File: src/rtl/uart_pkg.sv
// Shared types and helpers for the UART transmitter.
// Optional even-parity frame (8E1) is selected by UART_TX_PARITY_EN.
package uart_pkg;

  localparam logic LINE_IDLE  = 1'b1;
  localparam logic LINE_START = 1'b0;
  localparam logic LINE_STOP  = 1'b1;

`ifdef UART_TX_PARITY_EN
  typedef enum logic [2:0] {
    ST_IDLE   = 3'd0,
    ST_START  = 3'd1,
    ST_DATA   = 3'd2,
    ST_PARITY = 3'd3,
    ST_STOP   = 3'd4
  } tx_state_e;
`else
  typedef enum logic [1:0] {
    ST_IDLE  = 2'd0,
    ST_START = 2'd1,
    ST_DATA  = 2'd2,
    ST_STOP  = 2'd3
  } tx_state_e;
`endif

  // Rounded clock cycles per bit period.
  function automatic int calc_bit_div(input int clk_freq, input int baud);
    return (clk_freq + baud / 2) / baud;
  endfunction

endpackage

File: src/rtl/uart_byte_fifo.sv
// Byte FIFO with registered level/full/empty and same-cycle read and write.
// DEPTH must be a power of two and at least 2.
module uart_byte_fifo
  import uart_pkg::*;
#(
  parameter int DEPTH = 16,
  parameter int AW    = $clog2(DEPTH)
) (
  input  logic          clk_i,
  input  logic          rst_n_i,
  input  logic          wr_en_i,
  input  logic [7:0]    wr_data_i,
  input  logic          rd_en_i,
  output logic [7:0]    rd_data_o,
  output logic          full_o,
  output logic          empty_o,
  output logic [AW:0]   level_o
);

  if ((DEPTH < 2) || ((DEPTH & (DEPTH - 1)) != 0)) begin : g_bad_depth
    $error("uart_byte_fifo: DEPTH must be a power of two >= 2");
  end

  logic [7:0]  mem_q [DEPTH];
  logic [AW:0] wr_ptr_q, wr_ptr_d;
  logic [AW:0] rd_ptr_q, rd_ptr_d;
  logic [AW:0] level_q, level_d;
  logic        full_q, full_d;
  logic        empty_q, empty_d;
  logic        wr_fire, rd_fire;

  assign wr_fire = wr_en_i && !full_q;
  assign rd_fire = rd_en_i && !empty_q;

  // Pointers carry one extra wrap bit, so their difference is the occupancy.
  always_comb begin
    wr_ptr_d = wr_ptr_q + (AW + 1)'(wr_fire);
    rd_ptr_d = rd_ptr_q + (AW + 1)'(rd_fire);
    level_d  = wr_ptr_d - rd_ptr_d;
    full_d   = (level_d == (AW + 1)'(DEPTH));
    empty_d  = (level_d == '0);
  end

  always_ff @(posedge clk_i or negedge rst_n_i) begin
    if (!rst_n_i) begin
      wr_ptr_q <= '0;
      rd_ptr_q <= '0;
      level_q  <= '0;
      full_q   <= 1'b0;
      empty_q  <= 1'b1;
    end else begin
      wr_ptr_q <= wr_ptr_d;
      rd_ptr_q <= rd_ptr_d;
      level_q  <= level_d;
      full_q   <= full_d;
      empty_q  <= empty_d;
    end
  end

  always_ff @(posedge clk_i) begin
    if (wr_fire) mem_q[wr_ptr_q[AW-1:0]] <= wr_data_i;
  end

  assign rd_data_o = mem_q[rd_ptr_q[AW-1:0]];
  assign full_o    = full_q;
  assign empty_o   = empty_q;
  assign level_o   = level_q;

endmodule

File: src/rtl/uart_tx_fifo.sv
// FIFO-buffered UART transmitter, 8N1 (8E1 when UART_TX_PARITY_EN is defined).
// state  | meaning
// IDLE   | line high, waiting for a queued byte
// START  | start bit (low)
// DATA   | 8 data bits, LSB first
// PARITY | even parity bit (parity builds only)
// STOP   | stop bit (high); pops the next byte with no idle gap
module uart_tx_fifo
  import uart_pkg::*;
#(
  parameter int CLK_FREQ   = 27_000_000,
  parameter int BAUD       = 115200,
  parameter int FIFO_DEPTH = 16
) (
  input  logic                          clk,
  input  logic                          rst_n,
  input  logic [7:0]                    in_data,
  input  logic                          in_valid,
  output logic                          in_ready,
  output logic                          txp,
  output logic                          busy,
  output logic [$clog2(FIFO_DEPTH):0]   fifo_level
);

  localparam int BIT_DIV = calc_bit_div(CLK_FREQ, BAUD);
  localparam int DIV_W   = $clog2(BIT_DIV);
  localparam logic [DIV_W-1:0] DIV_TC = DIV_W'(BIT_DIV - 1);

  if (BIT_DIV < 4) begin : g_bad_div
    $error("uart_tx_fifo: BIT_DIV must be at least 4");
  end

  tx_state_e        state_q, state_d;
  logic [DIV_W-1:0] div_q, div_d;
  logic [2:0]       bit_q, bit_d;
  logic [7:0]       shift_q, shift_d;
  logic             txp_q, txp_d;
  logic             busy_q, busy_d;
  logic             pop, tick;
  logic             fifo_full, fifo_empty;
  logic [7:0]       fifo_rd_data;
`ifdef UART_TX_PARITY_EN
  logic             parity_q, parity_d;
`endif

  uart_byte_fifo #(.DEPTH(FIFO_DEPTH)) u_fifo (
    .clk_i     (clk),
    .rst_n_i   (rst_n),
    .wr_en_i   (in_valid),
    .wr_data_i (in_data),
    .rd_en_i   (pop),
    .rd_data_o (fifo_rd_data),
    .full_o    (fifo_full),
    .empty_o   (fifo_empty),
    .level_o   (fifo_level)
  );

  assign tick = (div_q == DIV_TC);

  always_comb begin
    state_d = state_q;
    div_d   = div_q;
    bit_d   = bit_q;
    shift_d = shift_q;
    pop     = 1'b0;
    if (state_q != ST_IDLE) div_d = tick ? '0 : div_q + DIV_W'(1);
    case (state_q)
      ST_IDLE: begin
        if (!fifo_empty) begin
          pop     = 1'b1;
          shift_d = fifo_rd_data;
          div_d   = '0;
          bit_d   = '0;
          state_d = ST_START;
        end
      end
      ST_START: if (tick) state_d = ST_DATA;
      ST_DATA: begin
        if (tick) begin
          shift_d = {1'b0, shift_q[7:1]};
          bit_d   = bit_q + 3'd1;
`ifdef UART_TX_PARITY_EN
          if (bit_q == 3'd7) state_d = ST_PARITY;
`else
          if (bit_q == 3'd7) state_d = ST_STOP;
`endif
        end
      end
`ifdef UART_TX_PARITY_EN
      ST_PARITY: if (tick) state_d = ST_STOP;
`endif
      ST_STOP: begin
        if (tick) begin
          if (!fifo_empty) begin
            pop     = 1'b1;
            shift_d = fifo_rd_data;
            bit_d   = '0;
            state_d = ST_START;
          end else begin
            state_d = ST_IDLE;
          end
        end
      end
      default: state_d = ST_IDLE;
    endcase
  end

  // Line level follows the current state one cycle later (registered output).
  always_comb begin
    txp_d = LINE_IDLE;
    case (state_q)
      ST_START:  txp_d = LINE_START;
      ST_DATA:   txp_d = shift_q[0];
`ifdef UART_TX_PARITY_EN
      ST_PARITY: txp_d = parity_q;
`endif
      ST_STOP:   txp_d = LINE_STOP;
      default:   txp_d = LINE_IDLE;
    endcase
    busy_d = !fifo_empty || (state_q != ST_IDLE);
  end

`ifdef UART_TX_PARITY_EN
  always_comb begin
    parity_d = parity_q;
    if (pop) parity_d = ^fifo_rd_data;
  end

  always_ff @(posedge clk or negedge rst_n) begin
    if (!rst_n) parity_q <= 1'b0;
    else        parity_q <= parity_d;
  end
`endif

  always_ff @(posedge clk or negedge rst_n) begin
    if (!rst_n) begin
      state_q <= ST_IDLE;
      div_q   <= '0;
      bit_q   <= '0;
      shift_q <= '0;
      txp_q   <= LINE_IDLE;
      busy_q  <= 1'b0;
    end else begin
      state_q <= state_d;
      div_q   <= div_d;
      bit_q   <= bit_d;
      shift_q <= shift_d;
      txp_q   <= txp_d;
      busy_q  <= busy_d;
    end
  end

  assign in_ready = !fifo_full;
  assign txp      = txp_q;
  assign busy     = busy_q;

endmodule

File: config.mk
export PLATFORM = sky130hd
export DESIGN_NAME = uart_tx_fifo
export DESIGN_NICKNAME = d
export VERILOG_FILES = /design/src/rtl/uart_pkg.sv /design/src/rtl/uart_byte_fifo.sv /design/src/rtl/uart_tx_fifo.sv
export SDC_FILE = /design/constraint.sdc
export NUM_CORES = 1
export LEC_CHECK = 0
export CORE_MARGIN = 1
export CORE_UTILIZATION = 49
export CTS_BUF_LIST = sky130_fd_sc_hd__clkbuf_16
export DETAILED_ROUTE_END_ITERATION = 7
export PLACE_DENSITY = 0.77
export SLEW_MARGIN = 20
export SYNTH_ARGS = -nofsm -noshare
export SYNTH_HDL_FRONTEND = slang
export SYNTH_HIERARCHICAL = 1
export SYNTH_SLANG_ARGS = --single-unit
File: constraint.sdc
create_clock -name clk -period 5.9 [get_ports clk]
set_input_delay 1.18 -clock clk [delete_from_list [all_inputs] [get_ports clk]]
set_output_delay 1.18 -clock clk [all_outputs]
set_load 0.05 [all_outputs]
[Yosys cells after proc, flatten, opt, wreduce, memory -nomap -nowiden]
Memory sizes are Yosys's and may differ from the RTL's.
Cells that the tools add are included.
Word-level totals
  register bits: 40
  RAM bits: 128
  bits of input ports: 11
  output and inout port bits: 8
  memories: 1
Memory list
  u_fifo.mem_q: depth 16, bits a word 8, rd ports 1, clocked after Yosys merged registers in 0, wr ports 1, RTL line uart_byte_fifo.sv:24  | logic [7:0] mem_q [DEPTH];
Operators by class
  add/sub/neg operators: 5
  equality and inequality tests: 11
  multiplexer cells: 25
  reductions and logical operators: 11
Operators with widths (count)
  8-bit 2-to-1 mux: 7
  8-bit case mux with 3 select lines: 1
  5-bit by 1-bit adder with 5-bit output: 2
  2-bit 2-to-1 mux: 5
  2-bit inequality test (second input constant): 5
  3-bit 2-to-1 mux: 3
  3-bit case mux with 3 select lines: 1
  8-bit by 1-bit adder with 8-bit output (second input constant): 1
  8-bit == test (second input constant): 1
  2-bit case mux with 4 select lines: 1
  5-bit == test (second input constant): 1
  5-bit zero test: 1
  1-bit 2-to-1 mux: 5
  5-bit AND reduction: 1
  5-bit subtractor: 1
  2-bit == test (second input constant): 2
  1-bit case mux with 2 select lines: 2
  3-bit by 1-bit adder with 3-bit output (second input constant): 1
  3-bit == test (second input constant): 1
  3-bit AND reduction: 1
  3-bit nonzero test: 1
  2-bit by 1-bit == test with 1-bit output (second input constant): 1
  1-bit logical AND: 2
  1-bit zero test: 2
  other kinds (3): 3

[Logic depth before layout (Yosys ltp)]
Gate-level depths: netlist (run 1).
  depth after elaboration: 7
  mapped depth: 15

[Cells and area by module]
Netlist (run 1), hierarchy kept.
By module, submodules not included
  uart_byte_fifo: instances 1, cells an instance 277, area an instance 5700.5 um2, seq. area each 4270.3 um2
  uart_tx_fifo: instances 1, cells an instance 119, area an instance 1336.3 um2, seq. area each 576.8 um2

[Least setup slack after synthesis (run 1)]
OpenSTA, ideal clock, no wires.
  kind: input to register
  from: input in_valid
  to: register u_fifo.empty_q, in the netlist u_fifo/empty_o
  library setup time: 0.097 ns
  arrival: 3.154 ns
  required time: 5.803 ns
  path slack: 2.650 ns
  stages on the path: 10
  path through: nor2b_1 > ha_1 > inv_1 > ha_1 > inv_1 > fa_1 > a21o_1 > a21oi_1 > xor3_2 > nor4_1
On the way
  word-level cells in the longest chain between the ends: 4
Ends and longest elaborated chain
  start: declaration: RTL line uart_tx_fifo.sv:18  | input logic in_valid,
  1-bit logical AND: RTL line uart_byte_fifo.sv:32  | assign wr_fire = wr_en_i && !full_q;
  5-bit by 1-bit adder with 5-bit output: RTL line uart_byte_fifo.sv:37  | wr_ptr_d = wr_ptr_q + (AW + 1)'(wr_fire);
  named net u_fifo.wr_ptr_d[0]: RTL line uart_byte_fifo.sv:25  | logic [AW:0] wr_ptr_q, wr_ptr_d;
  5-bit subtractor: RTL line uart_byte_fifo.sv:39  | level_d = wr_ptr_d - rd_ptr_d;
  named net u_fifo.level_d[4]: RTL line uart_byte_fifo.sv:27  | logic [AW:0] level_q, level_d;
  5-bit zero test: RTL line uart_byte_fifo.sv:41  | empty_d = (level_d == '0);
  named net u_fifo.empty_d: RTL line uart_byte_fifo.sv:29  | logic empty_q, empty_d;
  end signal: assignment: RTL line uart_byte_fifo.sv:56  | empty_q <= empty_d;
  end: declaration: RTL line uart_byte_fifo.sv:29
The timed path passes the listed nets, and every way through them passes these cells.
A chain may end at the register's enable or synchronous reset.

[Final worst setup path (run 1)]
Ends and elaborated chain as after synthesis.

==> results of run 1 <==
## worst max path at each step
stage	start	to	slack (ps)	cells after the start
after CTS	in_valid	u_fifo/empty_o	2250	11
after detailed placement	in_valid	u_fifo/empty_o	1800	11
after floorplan	in_valid	u_fifo/empty_o	2650	10
final	in_valid	u_fifo/empty_o	2240	11
after global routing	in_valid	u_fifo/empty_o	2100	10
after global placement	in_valid	u_fifo/empty_o	2010	11
## logic make-up after synthesis
group | count (synthesis) | share of synthesized area
AOI/OAI and AO/OA | 43 | 0.04392
muxes | 50 | 0.1346
and+or+nand+nor | 75 | 0.06046
adders and majority gates | 18 | 0.03307
DFF | 168 | 0.6888
xor gates and xnor gates | 11 | 0.01813
buffers and inverters | 31 | 0.02098
## per-stage QoR
step / total power [uW] / setup WS, ps
after global routing: 3262 / 2097
after floorplan: 1871 / 2650
after CTS: 3172 / 2252
after global placement: 2015 / 2006
after detailed placement: 2047 / 1804
final: 3147 / 2239
## power groups by stage
stage	Sequential, uW	Clock [uW]	Combinational (uW)
2_1_floorplan	1540	0	326
3_3_place_gp	1500	0	516
3_5_place_dp	1510	0	541
4_1_cts	1480	1150	542
5_1_grt	1500	1180	583
6_report	1480	1120	537
## Yosys cell counts (2+ instances only)
| cell | number | area share |
|---|---|---|
| nor2_1 | 19 | 0.010 |
| a21o_1 | 2 | 0.0021 |
| nand3_1 | 8 | 0.0057 |
| edfxtp_1 | 128 | 0.55 |
| buf_6 | 3 | 0.0048 |
| nand2_1 | 18 | 0.0096 |
| buf_2 | 3 | 0.0021 |
| nor2b_1 | 4 | 0.0036 |
| xnor2_1 | 4 | 0.0050 |
| dfrtp_1 | 38 | 0.14 |
| xor2_1 | 4 | 0.0050 |
| mux2i_1 | 2 | 0.0028 |
| nand2b_1 | 3 | 0.0027 |
| nor3_1 | 9 | 0.0064 |
| o21ba_2 | 2 | 0.0028 |
| o21ai_0 | 4 | 0.0028 |
| mux2_4 | 7 | 0.015 |
| inv_1 | 14 | 0.0075 |
| mux4_2 | 32 | 0.10 |
| mux2_2 | 9 | 0.014 |
| xnor2_2 | 2 | 0.0046 |
| a21oi_1 | 6 | 0.0043 |
| a31oi_1 | 2 | 0.0018 |
| a22oi_1 | 16 | 0.017 |
| ha_1 | 17 | 0.030 |
| nand3b_1 | 2 | 0.0021 |
| o21a_1 | 2 | 0.0021 |
| clkbuf_1 | 9 | 0.0048 |
| nand3_2 | 2 | 0.0028 |
| dfstp_2 | 2 | 0.0075 |
## critical path, delay by kind of cell
family	cells	cell delay, ps
and+or+nand+nor	2	650
xor gates and xnor gates	1	310
adders and majority gates	3	860
buffers and inverters	3	580
AOI/OAI and AO/OA	2	400
## per-layer routing
layer	wire (um)	up-vias	global-route usage	part of all wire
met2	6397	101	0.2987	0.52
li1	-	1596	-	-
met5	0	-	0	0
met3	756	25	0.04213	0.061
met4	315	0	0.09954	0.025
met1	4886	1816	0.2352	0.40
## sequential cells by signal, indices dropped and copies added, names as in the netlist
register and cells:
u_fifo/mem_q 128, div_q 8, shift_q 8, u_fifo/level_o 5
u_fifo/rd_ptr_q 5, u_fifo/wr_ptr_q 5, bit_q 3, state_q 2
busy 1, txp 1, u_fifo/empty_o 1, u_fifo/full_o 1
## area by class of cell
class                           instances  area, um^2
Sequential cell                       168        4850
Clock inverter                         15       187.7
Fill cell                            1006        5942
Inverter                               14       52.55
Clock buffer                           17       425.4
Tap cell                              180       225.2
Multi-Input combinational cell        197        2047
Timing Repair Buffer                   22       205.2
==> flow_summary_export.csv, run 1 <==
group,metric,value,unit
power_and_ir_drop,p_int,2270,uW
cells_and_area,final_cells,613,
clocking,h-tree-depth,4,
setup_path,crit_arrival,3980,ps
worst_hold_path,min_path_type,"reg2reg",
setup_path,path_class,"in2reg",
die,start_util,0.5050,
die,row_count,43,
grt,grt_first_pass_wirelength,19.42,mm
setup_path,r2r_cells,15,
cells_and_area,final_nets,449,
clocking,clk_pin_slew_worst_paths,70,ps
synth,synth.distinct_cells,53,
worst_hold_path,hold-path-cell-count,1,
route,avgViaCountPerCell,5.772,
clocking,cts_num_sinks,168,
grt,grt_remaining_overflow,0,
timing,fin_crit_sh,0.6205,
route,wire_per_inst,20.16,um
power_and_ir_drop,swShare,0.2787,
synth,ys_seq_area_frac,0.6888,
die,die_y,121.8,um
timing,maxSlewHeadroom,0.3525,
route,routed_wl,12.36,mm
power_and_ir_drop,pwr-share-seq,0.472,
die,num_io_pins,19,
timing,drv_slew,0,
grt,antenna_found_initial,0,
cells_and_area,stdcell_area,0.007993,mm^2
placed_design,dp.cells,581,
synth,synth_enable_flop_cells,128,
setup_path,startpoint_type,"primary input",
setup_path,crit_chain,"clkdlybuf4s50_1, nor2b_1, ha_1, inv_1, ha_1, inv_1, fa_1, a21o_1, a21oi_1, xor3_2, nor4_1",
setup_path,worstPathRequired,6220,ps
grt,grt_usage,0.1856,
synth,syn_area_per_cell,17.77,um^2
synth,synthCells,396,
setup_path,critPathCaptureType,"register",
synth,yosysWarningCount,6,
synth,synth_area,0.007037,mm^2
timing,tns,0,ps
placed_design,hpwl,8.002,mm
clocking,clk_path_buf_depth,2,
grt,grt_max_degree,41,
power_and_ir_drop,clockPowerShare,0.357,
setup_path,cpPeakStageDelay,450,ps
die,die_area,0.01484,mm^2
power_and_ir_drop,p_sw,877.1,uW
synth,async_flop_share,0.2381,
clocking,cts_tree,"done",
setup_path,r2r-start,"div_q[1]",
die,core,0.01393,mm^2
clocking,ctsResizeCount,0,
clocking,cts_root_buffer,"clkbuf_16",
grt,grt_pass1_vias,3577,
cells_and_area,drive_above_1_share,0.2402,
synth,synth_fp_nets,425,
placed_design,numPortBuffers,18,
power_and_ir_drop,p_per_area,393.7,mW/mm^2
setup_path,slowest_stage,"clkdlybuf4s50_1",
route,drc,0,
clocking,numCtsBuffers,17,
cells_and_area,finish.utilization,0.5736,
cells_and_area,area_growth,13.58,%
worst_hold_path,min_from,"shift_q[2]",
power_and_ir_drop,p_leak,0.002964,uW
power_and_ir_drop,combPwrFrac,0.171,
cells_and_area,mostFrequentLayoutCell,"edfxtp_1",
timing,tightest_slew,967.6,ps
power_and_ir_drop,ir_worst_vdd,0.0002792,V
setup_path,r2r_slack,2390,ps
timing,hold_slack,502.2,ps
placed_design,dpl_cell_area,0.007375,mm^2
run_status,status,"complete, no violations",
setup_path,crit_fanout,5,
synth,synth-main-ff-cell,"edfxtp_1",
die,die_x,121.8,um
timing,finalHoldViolations,0,
clocking,clock_latency,430,ps
setup_path,r2r_end,"u_fifo/empty_o",
route,drt_pass1_iterations,4,
cells_and_area,layout_common_cells,"128 x edfxtp_1, 36 x dfrtp_1, 32 x mux4_2, 19 x nor2_1, 18 x nand2_1",
placed_design,gp_congestion,0.8331,
route,ant_nets,0,
route,vias,3538,
route,drtIter0Drc,345,
worst_hold_path,min_to,"shift_q[2]",
timing,fmax,273.1,MHz
synth,ys_ff_latch,168,
timing,fin_crit,3661,ps
timing,skew,8.127,ps
timing,setup_viol,0,
timing,grt_setup_unrepaired,"false",
cells_and_area,diodes,0,
run,cap_violations,0,
clocking,holdBufCountCts,0,
clocking,post-cts-setup-buffers,0,
(Power assumes the default switching activity.)
==> inputs of run 2 (changes only) <==
--- a/config.mk
+++ b/config.mk
@@ -9,7 +9,7 @@
 export CORE_UTILIZATION = 49
 export CTS_BUF_LIST = sky130_fd_sc_hd__clkbuf_16
 export DETAILED_ROUTE_END_ITERATION = 7
-export PLACE_DENSITY = 0.77
+export PLACE_DENSITY = 0.79
 export SLEW_MARGIN = 20
 export SYNTH_ARGS = -nofsm -noshare
 export SYNTH_HDL_FRONTEND = slang
==> constraint.sdc (replaced) <==
create_clock -name clk -period 3 [get_ports clk]
set_input_delay 0.6 -clock clk [delete_from_list [all_inputs] [get_ports clk]]
set_output_delay 0.6 -clock clk [all_outputs]
set_load 0.05 [all_outputs]
==> run 2 against run 1 <==
Effect of this change:
- clock skew barely moved
- wire length rose by 5.9%
- sequential share of layout area fell by 2.3 points
- core utilization rose by 2.3 points
- critical path type is now reg2reg
- die area did not move
- non-clock buffer count rose by 30
- first-iteration DRC count fell by 39%
- highest routed layer unchanged
- worst hold slack got worse by 200 ps
- critical path depth rose by 4
- via count rose by 3.3%
- sequential power rose by 97%
- register-to-register slack got worse by 2400 ps
==> flow_summary_export.csv, run 2 (synthesis gave the netlist of run 1 again) <==
group,metric,value,unit
cells_and_area,largest_reg_flops,128,
cells_and_area,mostFrequentLayoutCell,"edfxtp_1",
clocking,clk_pin_slew_worst_paths,60,ps
die,die_y,121.8,um
timing,drv_slew,0,
setup_path,crit_arrival,3260,ps
cells_and_area,diodes,0,
grt,grt_max_degree,41,
cells_and_area,register_area,0.004848,mm^2
timing,fmax,335.6,MHz
cells_and_area,drive_above_1_share,0.3153,
grt,grt_pass1_vias,3782,
timing,tightest_slew,888.1,ps
clocking,numCtsBuffers,17,
grt,grt_usage,0.1923,
setup_path,crit_fanout,3,
die,die_x,121.8,um
clocking,cts_root_buffer,"clkbuf_16",
clocking,clk_path_buf_depth,2,
run,cap_violations,0,
cells_and_area,layout_common_cells,"128 x edfxtp_1, 37 x dfrtp_1, 33 x buf_4, 32 x mux4_2, 19 x nor2_1",
clocking,cts_tree,"done",
worst_hold_path,min_path_type,"in2async",
timing,fin_crit,2980,ps
timing,grt_setup_unrepaired,"true",
placed_design,hpwl,7.976,mm
placed_design,numPortBuffers,18,
cells_and_area,n_fill_cell,963,
route,wire_per_inst,20.36,um
setup_path,critPathCaptureType,"register",
power_and_ir_drop,power,6332,uW
grt,grt_first_pass_wirelength,20.37,mm
clocking,holdBufCountCts,0,
placed_design,place_ws,-163.6,ps
setup_path,path_class,"reg2reg",
route,drc,0,
timing,setup_viol,0,
power_and_ir_drop,p_leak,0.003103,uW
setup_path,r2r_slack,20,ps
setup_path,startpoint_type,"register",
power_and_ir_drop,p_per_area,762.2,mW/mm^2
route,avgViaCountPerCell,5.686,
timing,hold_slack,300.6,ps
clocking,h-tree-depth,4,
clocking,cts_num_sinks,168,
cells_and_area,final_nets,479,
timing,finalHoldViolations,0,
die,row_count,43,
timing,maxSlewHeadroom,0.4079,
route,drtIter0Drc,209,
route,ant_nets,0,
route,routed_wl,13.09,mm
clocking,clock_latency,420,ps
grt,grt_remaining_overflow,0,
placed_design,gp_congestion,0.7551,
grt,antenna_found_initial,0,
timing,skew,7.722,ps
timing,finalWorstSetupSlack,20.40,ps
route,drt_pass1_iterations,4,
die,start_util,0.5050,
die,die_area,0.01484,mm^2
route,vias,3656,
die,num_io_pins,19,
timing,fin_crit_sh,0.9932,
cells_and_area,area_growth,18.05,%
cells_and_area,multi_input_area,0.002182,mm^2
setup_path,worstPathRequired,3280,ps
power_and_ir_drop,ir_worst_vdd,0.0004467,V
run_status,status,"complete, no violations",
die,core,0.01393,mm^2
-- run 2: repair_timing --
item | CTS | global route
setup buffers | 1 | 2
gates resized for setup | 9 | 16
endpoints found under the setup margin | 2 | 4
pin swaps | 3 | 11
-- run 2: worst max-delay path, cell delays in order, from the launching register on --
cell	delay [ps]
dfrtp_1	390
inv_2	80
ha_4	140
nand4b_4	120
nor2_4	140
a21oi_2	60
nor3_2	160
nor2b_4	190
ha_4	170
ha_4	150
inv_4	40
fa_2	390
a21o_1	180
a21oi_2	150
xor3_2	320
nor4b_4	160
-- run 2: layout make-up --
| class | count | share of cell area |
|---|---|---|
| clock inverter | 15 | 0.01536 |
| sequential | 168 | 0.5837 |
| multi-input combinational | 197 | 0.2627 |
| clock buffer | 17 | 0.05121 |
| inverter | 14 | 0.006628 |
| tap | 180 | 0.02711 |
| timing repair buffer | 52 | 0.05332 |
-- run 2: power by group --
part,internal (uW),switching [uW]
Sequential,2790,120
Combinational,586,806
Clock,1140,887
-- run 2: path summary, 6_finish.rpt --
kind                                          from                 end  depth (start not counted)
worst max-delay path                      div_q[1]       u_fifo/full_o                         15
worst min-delay path                         rst_n                busy                          1
worst max register to register            div_q[1]       u_fifo/full_o                         15
worst min register to register  u_fifo/rd_ptr_q[4]  u_fifo/rd_ptr_q[4]                          1
max in group asynchronous                    rst_n  u_fifo/rd_ptr_q[0]                          1
min in group clk                u_fifo/rd_ptr_q[4]  u_fifo/rd_ptr_q[4]                          1
-- run 2: metal layers --
layer,global-route usage,up-vias,wire (um)
met4,0.07330,0,250
li1,-,1650,-
met3,0.04448,19,787
met5,0,-,0
met2,0.3280,120,6860
met1,0.2383,1867,5192
-- run 2: metrics by stage --
step           instance area [um^2]  setup TNS [ps]  cells    util
4_1_cts                        8182               0    641  0.5871
2_1_floorplan                  7038               0    396       -
3_3_place_gp                   7589          -47.26    608  0.5446
3_5_place_dp                   7589          -246.5    608  0.5446
6_report                       8307               0    643  0.5961
5_1_grt                        8307          -240.5    643  0.5961
==> inputs of run 3 (changes only) <==
--- a/config.mk
+++ b/config.mk
@@ -9,6 +9,7 @@
 export CORE_UTILIZATION = 49
 export CTS_BUF_LIST = sky130_fd_sc_hd__clkbuf_16
 export DETAILED_ROUTE_END_ITERATION = 7
+export HOLD_SLACK_MARGIN = 0.1
 export PLACE_DENSITY = 0.79
 export SLEW_MARGIN = 20
 export SYNTH_ARGS = -nofsm -noshare
==> results of run 3 <==
No change in the layout: final DEF, timing and power equal those of run 2.
